$ cat src/rtl/mac_pkg.sv
// Shared definitions for the dot-product MAC scheduler: FSM encoding,
// default multiplier latency and product extension to accumulator width.
package mac_pkg;

    localparam int MUL_LAT_DEF = 1;
    localparam int EXT_W       = 128;

    localparam logic [1:0] ST_IDLE  = 2'd0;
    localparam logic [1:0] ST_ISSUE = 2'd1;
    localparam logic [1:0] ST_DRAIN = 2'd2;
    localparam logic [1:0] ST_DONE  = 2'd3;

    // p holds a pw-bit product in its low bits; the result is sign- or
    // zero-extended to EXT_W and the caller keeps the low ACC_W bits.
    function automatic logic [EXT_W-1:0] ext_product(input logic [EXT_W-1:0] p,
                                                     input int unsigned      pw,
                                                     input logic             sgn);
        logic [EXT_W-1:0] mask;
        logic             neg;
        mask = (EXT_W'(1) << pw) - EXT_W'(1);
        neg  = sgn & (((p >> (pw - 1)) & EXT_W'(1)) != '0);
        return neg ? (p | ~mask) : (p & mask);
    endfunction

endpackage

$ cat src/rtl/mac_lat_tracker.sv
// Follows each multiplier load through a MUL_LAT-deep tag pipe and keeps
// a count of accepted pairs whose products have not yet been accumulated.
module mac_lat_tracker
    import mac_pkg::*;
#(
    parameter int MUL_LAT = MUL_LAT_DEF,
    parameter int CNT_W   = 8
) (
    input  logic clk,
    input  logic rst,
    input  logic issue_i,
    input  logic pulse_i,
    output logic ret_fire_o,
    output logic drained_o
);

    logic [MUL_LAT-1:0] tag_q;
    logic [MUL_LAT-1:0] tag_d;
    logic [MUL_LAT:0]   tag_w;
    logic [CNT_W-1:0]   cnt_q;
    logic [CNT_W-1:0]   cnt_d;

    assign tag_w      = {tag_q, pulse_i};
    assign tag_d      = tag_w[MUL_LAT-1:0];
    assign ret_fire_o = tag_w[MUL_LAT];

    // Simultaneous issue and return cancel out.
    always_comb begin
        cnt_d = cnt_q;
        if (issue_i && !ret_fire_o) begin
            cnt_d = cnt_q + CNT_W'(1);
        end else if (!issue_i && ret_fire_o) begin
            cnt_d = cnt_q - CNT_W'(1);
        end
    end

    assign drained_o = (cnt_d == '0);

    always_ff @(posedge clk or posedge rst) begin
        if (rst) begin
            tag_q <= '0;
            cnt_q <= '0;
        end else begin
            tag_q <= tag_d;
            cnt_q <= cnt_d;
        end
    end

endmodule

$ cat src/rtl/mac_dot_scheduler.sv
// Streams cfg_len operand pairs into an external pipelined multiplier and
// accumulates the returning products into a dot-product result.
module mac_dot_scheduler
    import mac_pkg::*;
#(
    parameter int DATA_A   = 8,
    parameter int DATA_B   = 8,
    parameter bit SIGNED_A = 1'b0,
    parameter bit SIGNED_B = 1'b0,
    parameter int MUL_LAT  = MUL_LAT_DEF,
    parameter int LEN_W    = 8,
    parameter int ACC_W    = DATA_A + DATA_B + LEN_W
) (
    input  logic                     clk,
    input  logic                     rst,
    input  logic                     start,
    input  logic [LEN_W-1:0]         cfg_len,
    output logic                     busy,
    input  logic                     in_valid,
    output logic                     in_ready,
    input  logic [DATA_A-1:0]        in_a,
    input  logic [DATA_B-1:0]        in_b,
    output logic [DATA_A-1:0]        mul_a,
    output logic [DATA_B-1:0]        mul_b,
    output logic                     mul_pulse,
    input  logic [DATA_A+DATA_B-1:0] mul_p,
    output logic                     res_valid,
    input  logic                     res_ready,
    output logic [ACC_W-1:0]         res_data
);

    localparam int PW = DATA_A + DATA_B;

    logic [1:0]        state_q, state_d;
    logic [LEN_W-1:0]  len_q, len_d;
    logic [LEN_W-1:0]  issued_q, issued_d;
    logic [ACC_W-1:0]  acc_q, acc_d;
    logic [DATA_A-1:0] mul_a_q;
    logic [DATA_B-1:0] mul_b_q;
    logic              mul_pulse_q;
    logic              accept;
    logic              ret_fire;
    logic              drained;
    logic [EXT_W-1:0]  prod_ext;

    assign in_ready = (state_q == ST_ISSUE) && (issued_q < len_q);
    assign accept   = in_valid && in_ready;
    assign prod_ext = ext_product({{(EXT_W-PW){1'b0}}, mul_p}, PW, SIGNED_A | SIGNED_B);

    generate
        if (ACC_W < EXT_W) begin : g_ext_hi
            logic unused_ext_hi;
            assign unused_ext_hi = ^prod_ext[EXT_W-1:ACC_W];
        end
    endgenerate

    mac_lat_tracker #(
        .MUL_LAT (MUL_LAT),
        .CNT_W   (LEN_W)
    ) u_tracker (
        .clk        (clk),
        .rst        (rst),
        .issue_i    (accept),
        .pulse_i    (mul_pulse_q),
        .ret_fire_o (ret_fire),
        .drained_o  (drained)
    );

    always_comb begin
        state_d  = state_q;
        len_d    = len_q;
        issued_d = issued_q;
        acc_d    = acc_q;
        if (ret_fire) begin
            acc_d = acc_q + prod_ext[ACC_W-1:0];
        end
        case (state_q)
            ST_IDLE: begin
                if (start) begin
                    len_d    = cfg_len;
                    issued_d = '0;
                    acc_d    = '0;
                    state_d  = (cfg_len == '0) ? ST_DONE : ST_ISSUE;
                end
            end
            ST_ISSUE: begin
                if (accept) begin
                    issued_d = issued_q + LEN_W'(1);
                    if (issued_q + LEN_W'(1) == len_q) begin
                        state_d = ST_DRAIN;
                    end
                end
            end
            ST_DRAIN: begin
                if (drained) begin
                    state_d = ST_DONE;
                end
            end
            ST_DONE: begin
                if (res_ready) begin
                    state_d = ST_IDLE;
                end
            end
            default: state_d = ST_IDLE;
        endcase
    end

    always_ff @(posedge clk or posedge rst) begin
        if (rst) begin
            state_q     <= ST_IDLE;
            len_q       <= '0;
            issued_q    <= '0;
            acc_q       <= '0;
            mul_a_q     <= '0;
            mul_b_q     <= '0;
            mul_pulse_q <= 1'b0;
        end else begin
            state_q     <= state_d;
            len_q       <= len_d;
            issued_q    <= issued_d;
            acc_q       <= acc_d;
            mul_pulse_q <= accept;
            if (accept) begin
                mul_a_q <= in_a;
                mul_b_q <= in_b;
            end
        end
    end

    assign busy      = (state_q != ST_IDLE);
    assign mul_a     = mul_a_q;
    assign mul_b     = mul_b_q;
    assign mul_pulse = mul_pulse_q;
    assign res_valid = (state_q == ST_DONE);
    assign res_data  = acc_q;

endmodule

$ cat config.mk
export PLATFORM = sky130hd
export DESIGN_NAME = mac_dot_scheduler
export DESIGN_NICKNAME = d
export VERILOG_FILES = /design/src/rtl/mac_pkg.sv /design/src/rtl/mac_lat_tracker.sv /design/src/rtl/mac_dot_scheduler.sv
export SDC_FILE = /design/constraint.sdc
export NUM_CORES = 1
export LEC_CHECK = 0
export CORE_ASPECT_RATIO = 1.1
export CORE_MARGIN = 4
export CORE_UTILIZATION = 30
export CTS_CLUSTER_DIAMETER = 60
export CTS_CLUSTER_SIZE = 16
export DETAILED_ROUTE_END_ITERATION = 8
export PLACE_DENSITY = 0.55
export REMOVE_ABC_BUFFERS = 1
export SETUP_SLACK_MARGIN = 0.15
export SLEW_MARGIN = 15
export SYNTH_ARGS = -nofsm -noshare
export SYNTH_HDL_FRONTEND = slang
export SYNTH_SLANG_ARGS = --single-unit
$ cat constraint.sdc
create_clock -name clk -period 4.7 [get_ports clk]
set_input_delay 0.47 -clock clk [delete_from_list [all_inputs] [get_ports clk]]
set_output_delay 0.47 -clock clk [all_outputs]
set_load 0.05 [all_outputs]
======== Word-level counts from Yosys, hierarchy flattened ========
Cells that the tools add are included.
word-level totals
  input port bits ......................... 45
  word-level logic and storage cells ...... 52
  flip-flop bits (word level) ............. 68
operators by class
  eq/ne operators ......................... 9
  reductions and logical operators ........ 14
  mux-type cells .......................... 15
  magnitude comparators ................... 1
  add/subtract/negate cells ............... 4
operator list
  kind                                                                      number
  24-bit 2-to-1 mux                                                         3
  8-bit 2-to-1 mux                                                          4
  24-bit by 16-bit adder with 24-bit output                                 1
  8-bit by 1-bit adder with 8-bit output (second input constant)            2
  8-bit zero test                                                           2
  8-bit case mux with 2 select lines                                        1
  2-bit 2-to-1 mux                                                          6
  8-bit equality test                                                       1
  8-bit < comparator                                                        1
  2-bit case mux with 4 select lines                                        1
  8-bit by 1-bit subtractor with 8-bit output (second input constant)       1
  2-bit inequality test (second input constant)                             3
  5-bit AND reduction                                                       1
  2-bit equality test (second input constant)                               2
  1-bit logical AND                                                         4
  2-bit by 1-bit inequality test with 1-bit output (second input constant)  2
  2-bit nonzero test                                                        2
  3-bit AND reduction                                                       1
  2-bit by 1-bit equality test with 1-bit output (second input constant)    1
  1-bit zero test                                                           2
  2-bit zero test                                                           1
  2-bit AND reduction                                                       1

======== Depth between registers and ports, before layout ========
Gate-level depths: netlist of the first run.
  word-level depth ........................ 10
  gate-level depth with buffers ........... 12

======== Modules after synthesis ========
From an unflattened synthesis of the first run, not the netlist that was laid out.
unflattened totals
  cells, all modules ...................... 502
  area, all modules ....................... 4456.8 sq um
modules (own cells, without submodules)
  module             area an instance (sq um)  instances  cells each  sequential area each (sq um)
  mac_dot_scheduler  3873.7                    1          446         1476.4
  mac_lat_tracker    583.1                     1          56          225.2

======== Worst setup path before layout of the first run ========
No wires, ideal clock.
  path type ............................... flip-flop to flip-flop
  start point ............................. register issued_q[1]
  end point ............................... register state_q[1]
  path buffers ............................ 0
  path slack .............................. 1523 ps
  clock period less this slack ............ 3177 ps
  data arrival time ....................... 3098 ps
  library setup time ...................... 79 ps
  cell stages (with the launch flop) ...... 11
  cells stage by stage .................... dfrtp_1 ha_1 nor2b_1 o2111a_2 o31a_1 or4_1 a21o_1 a32o_1 or4b_1 a21oi_2 mux2i_1
on the way
  longest elaborated chain between the ends .. 10
  elaborated cells on any way between the ends .. 15
ends and longest elaborated chain
  what                               line                      text
  start: declaration                 mac_dot_scheduler.sv:36   logic [LEN_W-1:0] issued_q, issued_d;
  start signal: assignment           mac_dot_scheduler.sv:120  issued_q <= issued_d;
  8-bit < comparator                 mac_dot_scheduler.sv:46   assign in_ready = (state_q == ST_ISSUE) && (issued_q < len_q);
  1-bit logical AND                  mac_dot_scheduler.sv:46
  1-bit logical AND                  mac_dot_scheduler.sv:47   assign accept = in_valid && in_ready;
  1-bit zero test                    mac_lat_tracker.sv:32     end else if (!issue_i && ret_fire_o) begin
  1-bit logical AND                  mac_lat_tracker.sv:32
  8-bit 2-to-1 mux                   mac_lat_tracker.sv:32
  8-bit 2-to-1 mux                   mac_lat_tracker.sv:30     if (issue_i && !ret_fire_o) begin
  8-bit zero test                    mac_lat_tracker.sv:37     assign drained_o = (cnt_d == '0);
  2-bit inequality test (no line)    n/a
  5-bit AND reduction (no line) (*)  n/a
  end signal: assignment             mac_dot_scheduler.sv:118  state_q <= state_d;
  end: declaration                   mac_dot_scheduler.sv:34   logic [1:0] state_q, state_d;
Every way passes the cells marked *; elsewhere a longest branch is shown, timed or not.
A chain may end at the register's enable or synchronous reset.

======== Worst setup path in the final report of the first run ========
  start point ............................. register state_q[1]
  end point ............................... register state_q[1]
on the way
  longest elaborated chain between the ends .. 10
  elaborated cells on any way between the ends .. 19
ends and longest elaborated chain
  what                                            line
  2-bit by 1-bit equality test with 1-bit output  mac_dot_scheduler.sv:46, mac_dot_scheduler.sv:77
  1-bit logical AND                               mac_dot_scheduler.sv:46
  1-bit logical AND                               mac_dot_scheduler.sv:47
  1-bit zero test                                 mac_lat_tracker.sv:32
  1-bit logical AND                               mac_lat_tracker.sv:32
  8-bit 2-to-1 mux                                mac_lat_tracker.sv:32
  8-bit 2-to-1 mux                                mac_lat_tracker.sv:30
  8-bit zero test                                 mac_lat_tracker.sv:37
  2-bit inequality test (no line)                 n/a
  5-bit AND reduction (no line)                   n/a
Several ways; a longest one is shown, not always the timed one.

==> metrics, run 1 <==
status complete, no violations; crit path max fanout 11; leak pwr 2.51 nW; post-synth top area cell dfrtp_1; Ant. Diodes 0; worst vdd ir 0.332 mV; met1 GRT Util 17.9%; placer congestion estimate 0.888; sequential element share of the synthesized area 39.0%; Clock Sinks 68; Max-slew headroom 40.4%; slowest cell on the critical path or4b_1; Min-Delay Path Class reg2reg; I/O pin total 89; Max stage delay on crit path 0.56 ns; worst skew pair latency 0.34 ns; row count 45; Core Footprint 0.0140 mm²; setup_tns 0 ns; Congestion Overflow GR 0; Startpoint Class register; final WL 11300 µm; crit share post-route 74.8%; Via density 5.09; Post CTS Setup Buffer Count 0; Top FF cell, synth dfrtp_1; critical path required time 4.96 ns; post-route setup slack 1.19 ns; Root Driver clkbuf_16; vias in the first global route 4030; hold buffers post-CTS 0; Pins Over Slew Limit 0; H-tree depth 3; Setup Skew 0.00731 ns; Cell Area, Synth 0.00436 mm²; Layout Area Growth over Synthesis 31.7%; dpl ws 1.03 ns; final core utilization 41.0%; crit path kind reg2reg; Tmin final 3.51 ns; met2 Track Usage GR 24.2%; Netlist cell types 55; Post-route DRC 0; count of input and output buffers 88; first-pass GRT wire length 19200 µm; FFs w/ async S/R, synth 100%; Routed Antenna Nets 0; layout cells sized above 1 5.30%; DP HPWL 8240 µm; ranking of synthesized cells by area dfrtp_1 39%, ha_1 8.9%, nand2_1 6.3%; share of the synthesized area in the top cell type 39.0%; cell breakdown of the critical path inv_1 > ha_1 > nand4b_1 > nor4_2 > o22ai_1 > o311a_1 > a32o_1 > or4b_1 > a21oi_2 > mux2i_1; worst hold slack 0.398 ns; GRT busiest layer met2; CP top delay family simple AND/OR/NAND/NOR gates; DR pass1 iterations 4; initial antenna violation count 0; Initial Util 31.1%; Cell Pwr Density 670 mW/mm²; Die Ht 134 µm; endpoints failing setup 0; GR Layer Usage met3 3.48%; CTS buffer count 9; number of synthesized register bits 68; die area 0.0165 mm²; pin count of the biggest net entering global routing 50; CTS max path bufs 2; average wire per cell in the routed design 14.6 µm; RSZ-0062 raised after global routing no; Clock transition at path regs 0.06 ns; Slew @ Worst Pin 0.894 ns; GRT Overall Usage 14.6%; EDFF count, synth 0; cells after synthesis 492; Initial DRC Count 176; Max Fclk 285 MHz; TritonCTS clock tree done; Synth warnings 0; CTS resizes 0; Avg Inst Size Synth 8.87 µm²; max cap viols 0; Die X 123 µm; Vias 3932; Final Power 3.85 mW; nets 657; CP Data Arrival Time 3.78 ns; Critical Path Sink Type register; final hold violation count 0; critical path buffer and inverter count 1
==> metal layers <==
metal | part of all wire, % | vias up
li1 | - | 1945
met1 | 45 | 1865
met2 | 48 | 107
met3 | 5.1 | 15
met4 | 1.8 | 0
met5 | 0 | -
==> power by group <==
| group | total [mW] | internal (mW) | switching (mW) | leakage [nW] |
|---|---|---|---|---|
| logic | 2.16 | 0.827 | 1.33 | 1.50 |
| clock network | 0.657 | 0.408 | 0.249 | 0.139 |
| registers | 1.04 | 0.812 | 0.223 | 0.871 |
==> worst paths after layout <==
check | slack (ns) | end | from | cells after the start
min in group asynchronous | 0.61 | res_data[2] | rst | 2
max in group asynchronous | 3.27 | u_tracker.cnt_q[3] | rst | 3
worst min register to register | 0.40 | u_tracker.ret_fire_o | mul_pulse | 0
worst max register to register | 1.19 | state_q[1] | state_q[1] | 10
worst min-delay path | 0.40 | u_tracker.ret_fire_o | mul_pulse | 0
worst max-delay path | 1.19 | state_q[1] | state_q[1] | 10
==> cell type report <==
| type | instances | area [µm²] |
|---|---|---|
| fill | 1390 | 8270 |
| multi-input combinational | 384 | 2510 |
| sequential | 68 | 1700 |
| timing repair buffer | 94 | 926 |
| tap | 188 | 235 |
| clock buffer | 11 | 233 |
| inverter | 23 | 87.6 |
| clock inverter | 5 | 52.6 |
==> worst reg2reg max path: stages, from the launching register on <==
cell,delay [ns]
dfrtp_1,0.40
inv_1,0.11
ha_1,0.46
nand4b_1,0.31
nor4_2,0.48
o22ai_1,0.20
o311a_1,0.33
a32o_1,0.21
or4b_1,0.56
a21oi_2,0.20
mux2i_1,0.19
==> through the flow <==
step,instance area (µm²),std cells
2_1_floorplan,4300,475
3_3_place_gp,5460,757
3_5_place_dp,5460,757
4_1_cts,5740,773
5_1_grt,5750,773
6_report,5750,773
==> state kept, by name (all words and copies together) (netlist names) <==
register / count
issued_q: 8
len_q: 8
mul_a: 8
mul_b: 8
mul_pulse: 1
res_data: 24
state_q: 2
u_tracker.cnt_q: 8
u_tracker.ret_fire_o: 1
==> cell families (layout without fill, tap and decap cells) <==
| family | count (synthesis) | after routing | synth area share (%) |
|---|---|---|---|
| AND/OR/NAND/NOR | 198 | 198 | 21.6 |
| AO/OA/AOI/OAI | 104 | 104 | 16.0 |
| flip-flops | 68 | 68 | 39.0 |
| buffers and inverters | 40 | 133 | 3.44 |
| XOR/XNOR | 33 | 33 | 6.63 |
| adder cells (fa/ha/maj) | 32 | 32 | 9.35 |
| multiplexers | 17 | 17 | 3.99 |
==> placed cells by master, fill, tap and decap left out, types with 4 or more instances in the layout <==
master / Yosys / routed
clkdlybuf4s50_1: 0 / 88
nand2_1: 73 / 73
dfrtp_1: 68 / 68
nor2_1: 44 / 44
ha_1: 31 / 31
o21ai_0: 28 / 28
inv_1: 23 / 22
a21oi_1: 20 / 20
xnor2_1: 17 / 17
nor3_1: 16 / 16
xor2_1: 16 / 16
nand3_1: 15 / 15
mux2i_1: 14 / 14
a211oi_1: 9 / 9
clkbuf_16: 0 / 9
a21o_1: 8 / 8
nor2b_1: 7 / 7
and3_1: 7 / 7
nor4_1: 6 / 6
nand4_1: 6 / 6
buf_4: 0 / 6
or3_1: 5 / 5
a31oi_1: 5 / 5
a22oi_1: 5 / 5
clkinv_2: 0 / 4
==> synth_stat cells, drive strengths merged, types with 3 or more instances <==
| cell type | n |
|---|---|
| a2111oi | 3 |
| a211oi | 9 |
| a21o | 8 |
| a21oi | 21 |
| a22o | 3 |
| a22oi | 5 |
| a31oi | 5 |
| and2 | 3 |
| and3 | 7 |
| and4 | 3 |
| clkbuf | 16 |
| dfrtp | 68 |
| ha | 31 |
| inv | 23 |
| mux2 | 3 |
| mux2i | 14 |
| nand2 | 73 |
| nand3 | 15 |
| nand4 | 6 |
| nor2 | 44 |
| nor2b | 7 |
| nor3 | 16 |
| nor4 | 7 |
| o21a | 3 |
| o21ai | 28 |
| o22ai | 3 |
| o31ai | 3 |
| or3 | 6 |
| or4 | 3 |
| xnor2 | 17 |
| xor2 | 16 |
No activity file was read; power rests on OpenSTA's default activity.
==> run 2: changes to the inputs <==
--- a/config.mk
+++ b/config.mk
@@ -11,7 +11,7 @@
 export CTS_CLUSTER_DIAMETER = 60
 export CTS_CLUSTER_SIZE = 16
 export DETAILED_ROUTE_END_ITERATION = 8
-export PLACE_DENSITY = 0.55
+export PLACE_DENSITY = 0.57
 export REMOVE_ABC_BUFFERS = 1
 export SETUP_SLACK_MARGIN = 0.15
 export SLEW_MARGIN = 15
==> constraint.sdc (replaced) <==
create_clock -name clk -period 3.1 [get_ports clk]
set_input_delay 0.31 -clock clk [delete_from_list [all_inputs] [get_ports clk]]
set_output_delay 0.31 -clock clk [all_outputs]
set_load 0.05 [all_outputs]
==> metrics, run 2 (synthesis gave the netlist of run 1 again) <==
Congestion Overflow GR 0; CP Data Arrival Time 3.46 ns; CTS buffer count 9; worst hold slack 0.379 ns; Ant. Diodes 0; Critical Path Sink Type register; crit path max fanout 3; crit path kind reg2reg; Layout Area Growth over Synthesis 46.7%; post-route cell area 0.00640 mm²; final core utilization 45.6%; Max-slew headroom 55.1%; TritonCTS clock tree done; commonest cells after routing, fill and taps aside 87 x clkdlybuf4s50_1, 73 x nand2_1, 72 x buf_4; Max Fclk 313 MHz; Startpoint Class register; H-tree depth 3; I/O pin total 89; RSZ-0062 raised after global routing yes; Tmin final 3.20 ns; Via density 4.90; commonest non-fill, non-tap cell in the layout clkdlybuf4s50_1; critical path buffer and inverter count 1; dpl ws -0.304 ns; initial antenna violation count 0; critical path required time 3.36 ns; Min-Delay Path Class reg2reg; placer congestion estimate 0.841; Max stage delay on crit path 0.56 ns; worst vdd ir 0.679 mV; violated checks negative setup slack; Slew @ Worst Pin 0.673 ns; row count 45; count of input and output buffers 88; die area 0.0165 mm²; CP startpoint len_q[1]; placed insts 815; Routed Antenna Nets 0; hold buffers post-CTS 0; Clock Sinks 68; Setup Skew 0.00673 ns; Die Ht 134 µm; number of cells on the critical path 11; post-route setup slack -0.0987 ns; Initial DRC Count 169; Final Non-Filler Cells 839; crit share post-route 103%; Cell Pwr Density 1020 mW/mm²; worst skew pair latency 0.33 ns; CP top delay family compound AO/OA/AOI/OAI gates; Vias 4110; reg-to-reg setup timing slack -0.1 ns; Pins Over Slew Limit 0; DR pass1 iterations 4; vias in the first global route 4259; first-pass GRT wire length 20400 µm; reg2reg start len_q[1]; DP HPWL 8870 µm; GRT Overall Usage 15.3%; Die X 123 µm; status finished, violations left; reg2reg end state_q[1]; endpoints failing setup 2; CTS max path bufs 2; worst reg2reg path depth 11; layout cells sized above 1 18.1%; leak pwr 2.88 nW; pin count of the biggest net entering global routing 30; final WL 12100 µm; final hold violation count 0; average wire per cell in the routed design 14.4 µm; Initial Util 31.1%; max cap viols 0; Core Footprint 0.0140 mm²; Clock transition at path regs 0.06 ns; max FFs per register 24; nets 724; slowest cell on the critical path or4b_4; Post-route DRC 0; Worst Setup EP state_q[1]; DP Area 0.00589 mm²; Root Driver clkbuf_16; cell breakdown of the critical path inv_2 > ha_4 > nor2b_4 > o2111a_2 > o31a_1 > or4_1 > a21o_1 > a32o_1 > or4b_4 > a21oi_4 > mux2i_1
run 2: worst min path at each step:
stage          depth (start not counted)  startpoint  slack, ns              endpoint
2_1_floorplan                          2     in_a[0]       0.42              mul_a[0]
3_3_place_gp                           0   mul_pulse       0.37  u_tracker.ret_fire_o
3_5_place_dp                           0   mul_pulse       0.37  u_tracker.ret_fire_o
4_1_cts                                0   mul_pulse       0.39  u_tracker.ret_fire_o
5_1_grt                                0   mul_pulse       0.41  u_tracker.ret_fire_o
6_report                               0   mul_pulse       0.38  u_tracker.ret_fire_o
run 2: routing by layer:
layer / vias to the layer above / wire length [µm] / global-route usage [%]
li1: 2066 / - / -
met5: - / 0 / 0
met1: 1959 / 5290 / 18.6
met3: 7 / 541 / 4.36
met4: 0 / 81 / 3.98
met2: 78 / 6180 / 26.5
run 2: where the power goes:
group          switching (mW)  leakage, nW  internal (mW)
Clock                   0.367        0.145          0.623
Sequential              0.301        0.871           1.23
Combinational            2.27         1.87           1.75
Total                    2.94         2.88           3.60
run 2: metrics by stage:
stage	TNS (ns)	total power, mW
global placement	-1.35	5.21
global route	-0.340	7.06
detailed placement	-1.47	5.28
finish	-0.150	6.54
floorplan	-0.112	3.87
CTS	-0.129	6.40
run 2: area by class of cell:
type | count | area (µm²)
Fill cell | 1364 | 7620
Multi-Input combinational cell | 384 | 2650
Sequential cell | 68 | 1700
Timing Repair Buffer | 161 | 1430
Clock buffer | 14 | 284
Tap cell | 188 | 235
Inverter | 23 | 86.3
Clock inverter | 1 | 5.00
run 2: what timing repair did:
| action | 4_1_cts | 5_1_grt |
|---|---|---|
| setup buffers | 1 | 8 |
| endpoints found under the setup margin | 6 | 14 |
| resized for setup | 13 | 19 |
| pin swaps | 7 | 12 |
==> RTL change: new RTL, config.mk and constraints of run 2 <==
Register the input `cfg_len` before use. The logic sees it one clock later. The other inputs are not delayed to match.
--- a/src/rtl/mac_dot_scheduler.sv
+++ b/src/rtl/mac_dot_scheduler.sv
@@ -30,6 +30,12 @@
 );
 
     localparam int PW = DATA_A + DATA_B;
+
+    logic [LEN_W-1:0] cfg_len_q;
+
+    always_ff @(posedge clk) begin
+        cfg_len_q <= cfg_len;
+    end
 
     logic [1:0]        state_q, state_d;
     logic [LEN_W-1:0]  len_q, len_d;
@@ -77,10 +83,10 @@
         case (state_q)
             ST_IDLE: begin
                 if (start) begin
-                    len_d    = cfg_len;
+                    len_d    = cfg_len_q;
                     issued_d = '0;
                     acc_d    = '0;
-                    state_d  = (cfg_len == '0) ? ST_DONE : ST_ISSUE;
+                    state_d  = (cfg_len_q == '0) ? ST_DONE : ST_ISSUE;
                 end
             end
             ST_ISSUE: begin
Function: changed (a bounded check fails within 4 cycles, from zero or initial values and one cycle with rst high).
==> RTL change against run 2 <==
  * Sequential cell count grew 8
  * Power decreased by 5.9%
  * Clock power grew 6%
  * Area after synthesis up 8.0%
  * Routed wire length increased by 4.3%
  * Utilization decreased by 4.9 points
  * Setup slack improved by 0.38 ns
  * Clock skew fell by 0.0011 ns
  * Cell area down 2.9%
  * Global-route usage shrank 1.0 points
  * Sequential share of layout area is 3.4 points higher
  * Critical path depth fell by 1
  * Maximum frequency is 14% higher
  * Critical endpoint unchanged
==> RTL change: results (changes against run 2) <==
routed len/inst 15.3 um (+5.9%); outcome completed; DR iter-0 viols 220 (+30%); Nets 702 (-3.0%); Post-synth top cells 86 x nand2_1, 68 x dfrtp_1, 47 x nor2_1; Total GRT Usage 14.3% (-1.0 points); pin count of the biggest net entering global routing 42 (+40%); clk_lat worst skew 0.34 ns; H-tree levels 3 (unchanged); largest buffer count on any clock path 2 (unchanged); post-synthesis sequential area ratio 39.5% (+0.51 points); crit-path max FO 6 (+3); final hold viol count 0 (unchanged); CP max stage delay 0.55 ns; # diodes 0 (unchanged); Slew HR 56.5% (+1.5 points); vias in the first global route 4152 (-2.5%); Critical R2R Launch issued_q[1]$_DFFE_PP0P_; dpl hpwl 9250 um (+4.3%); max FFs per register 24 (unchanged); static leakage 2.72 nW (-5.7%); Fin Clk Skew 0.00563 ns (-0.00110 ns); Port-buffer cells 88 (unchanged); Critical-path top delay cell or4_4; Placement Cell Area 5860 um2 (-0.59%); layout cells sized above 1 10.2% (-8.0 points); Top FF cell, synth dfrtp_1; Reg clk slew, reported paths 0.07 ns; CP Data Arrival Time 3.08 ns (-0.38 ns); initial antenna violation count 0 (unchanged); Peak VDD IR 0.000403 V (-41%); TritonRoute pass-1 iters 4 (unchanged); GPL Wtd Cong 0.853 (+1.4%); YS warnings 0 (unchanged); Num CTS Buffers 9 (unchanged); Async SR Flop Fraction 89.5% (-11 points); critical path type reg -> reg; synth top area cells dfrtp_1 36%, ha_1 8.2%, nand2_1 6.9%; root buffer cell clkbuf_16; library cells used by synthesis 68 (+24%); via count 4118 (+0.19%); Min-Delay Path Class in -> async; first-pass GRT wire length 20900 um (+2.3%)
-- RTL change: cell types whose count changed after synthesis, sizes merged, moves of 6 or more --
| cell | run 2 | this run |
|---|---|---|
| clkbuf | 16 | 10 |
| dfxtp | 0 | 8 |
| or2 | 0 | 7 |
| buf | 1 | 13 |
| nor3 | 16 | 9 |
| nand2 | 73 | 88 |
-- RTL change: worst paths after layout --
kind	depth (start not counted)	endpoint	slack (ns)
max reg2reg	10	state_q[1]$_DFFE_PP0P_	0.28
max in group asynchronous	3	u_tracker.cnt_q[2]$_DFF_PP0_	2.08
min in group clk	1	cfg_len_q[1]$_DFF_P_	0.41
max	10	state_q[1]$_DFFE_PP0P_	0.28
min reg2reg	2	len_q[0]$_DFFE_PP0P_	0.44
min	2	res_data[0]$_DFF_PP0_	0.37
-- RTL change: power breakdown --
| group | switching [mW] | internal, mW | total, mW |
|---|---|---|---|
| Sequential | 0.315 | 1.32 | 1.64 |
| Combinational | 2.13 | 1.34 | 3.47 |
| Clock | 0.473 | 0.579 | 1.05 |
| Total | 2.91 | 3.24 | 6.16 |
-- RTL change: routing by layer --
metal	routed length, um	GRT usage, %	vias to the layer above
met2	6180	23.9	82
met1	5810	18.5	1974
li1	-	-	2049
met4	178	4.69	0
met5	0	0	-
met3	440	2.80	13
-- RTL change: layout make-up --
cell class / count / area (um2)
fillers: 1482 / 9020
multi-input cells: 405 / 2660
flip-flops and latches: 76 / 1860
repair buffers: 109 / 1060
well taps: 196 / 245
clock buffers: 10 / 239
inverters: 24 / 90.1
clock inverters: 6 / 52.6
-- RTL change: worst max-delay path, delay by kind of cell (launching register included) --
family | cells | cell delay [ns]
AO/OA/AOI/OAI | 5 | 0.92
adder cells (fa/ha/maj) | 1 | 0.29
buffers and inverters | 1 | 0.15
flip-flops | 1 | 0.45
multiplexers | 1 | 0.21
AND/OR/NAND/NOR | 2 | 0.71
-- RTL change: cells by family after synthesis --
| logic type | share of synthesized area, % |
|---|---|
| fa+ha+maj | 8.66 |
| xor+xnor | 5.39 |
| simple gates | 21.9 |
| compound gates | 17.0 |
| buf+inv | 4.46 |
| mux | 3.05 |
| flops | 39.5 |
-- RTL change: stage by stage --
step	power, mW	hold WS [ns]	utilization [%]	cells	setup WS (ns)
floorplan	3.97	0.338	-	505	0.341
global placement	5.00	0.414	38.5	806	0.115
detailed placement	5.06	0.427	38.5	806	0.0492
CTS	6.13	0.395	40.4	822	0.186
global route	6.59	0.403	40.8	826	0.161
finish	6.16	0.366	40.8	826	0.285
-- RTL change: timing repair --
item	4_1_cts	5_1_grt
endpoints found under the setup margin	1	4
pin swaps	0	1
buffers inserted	0	4
gates resized for setup	1	6
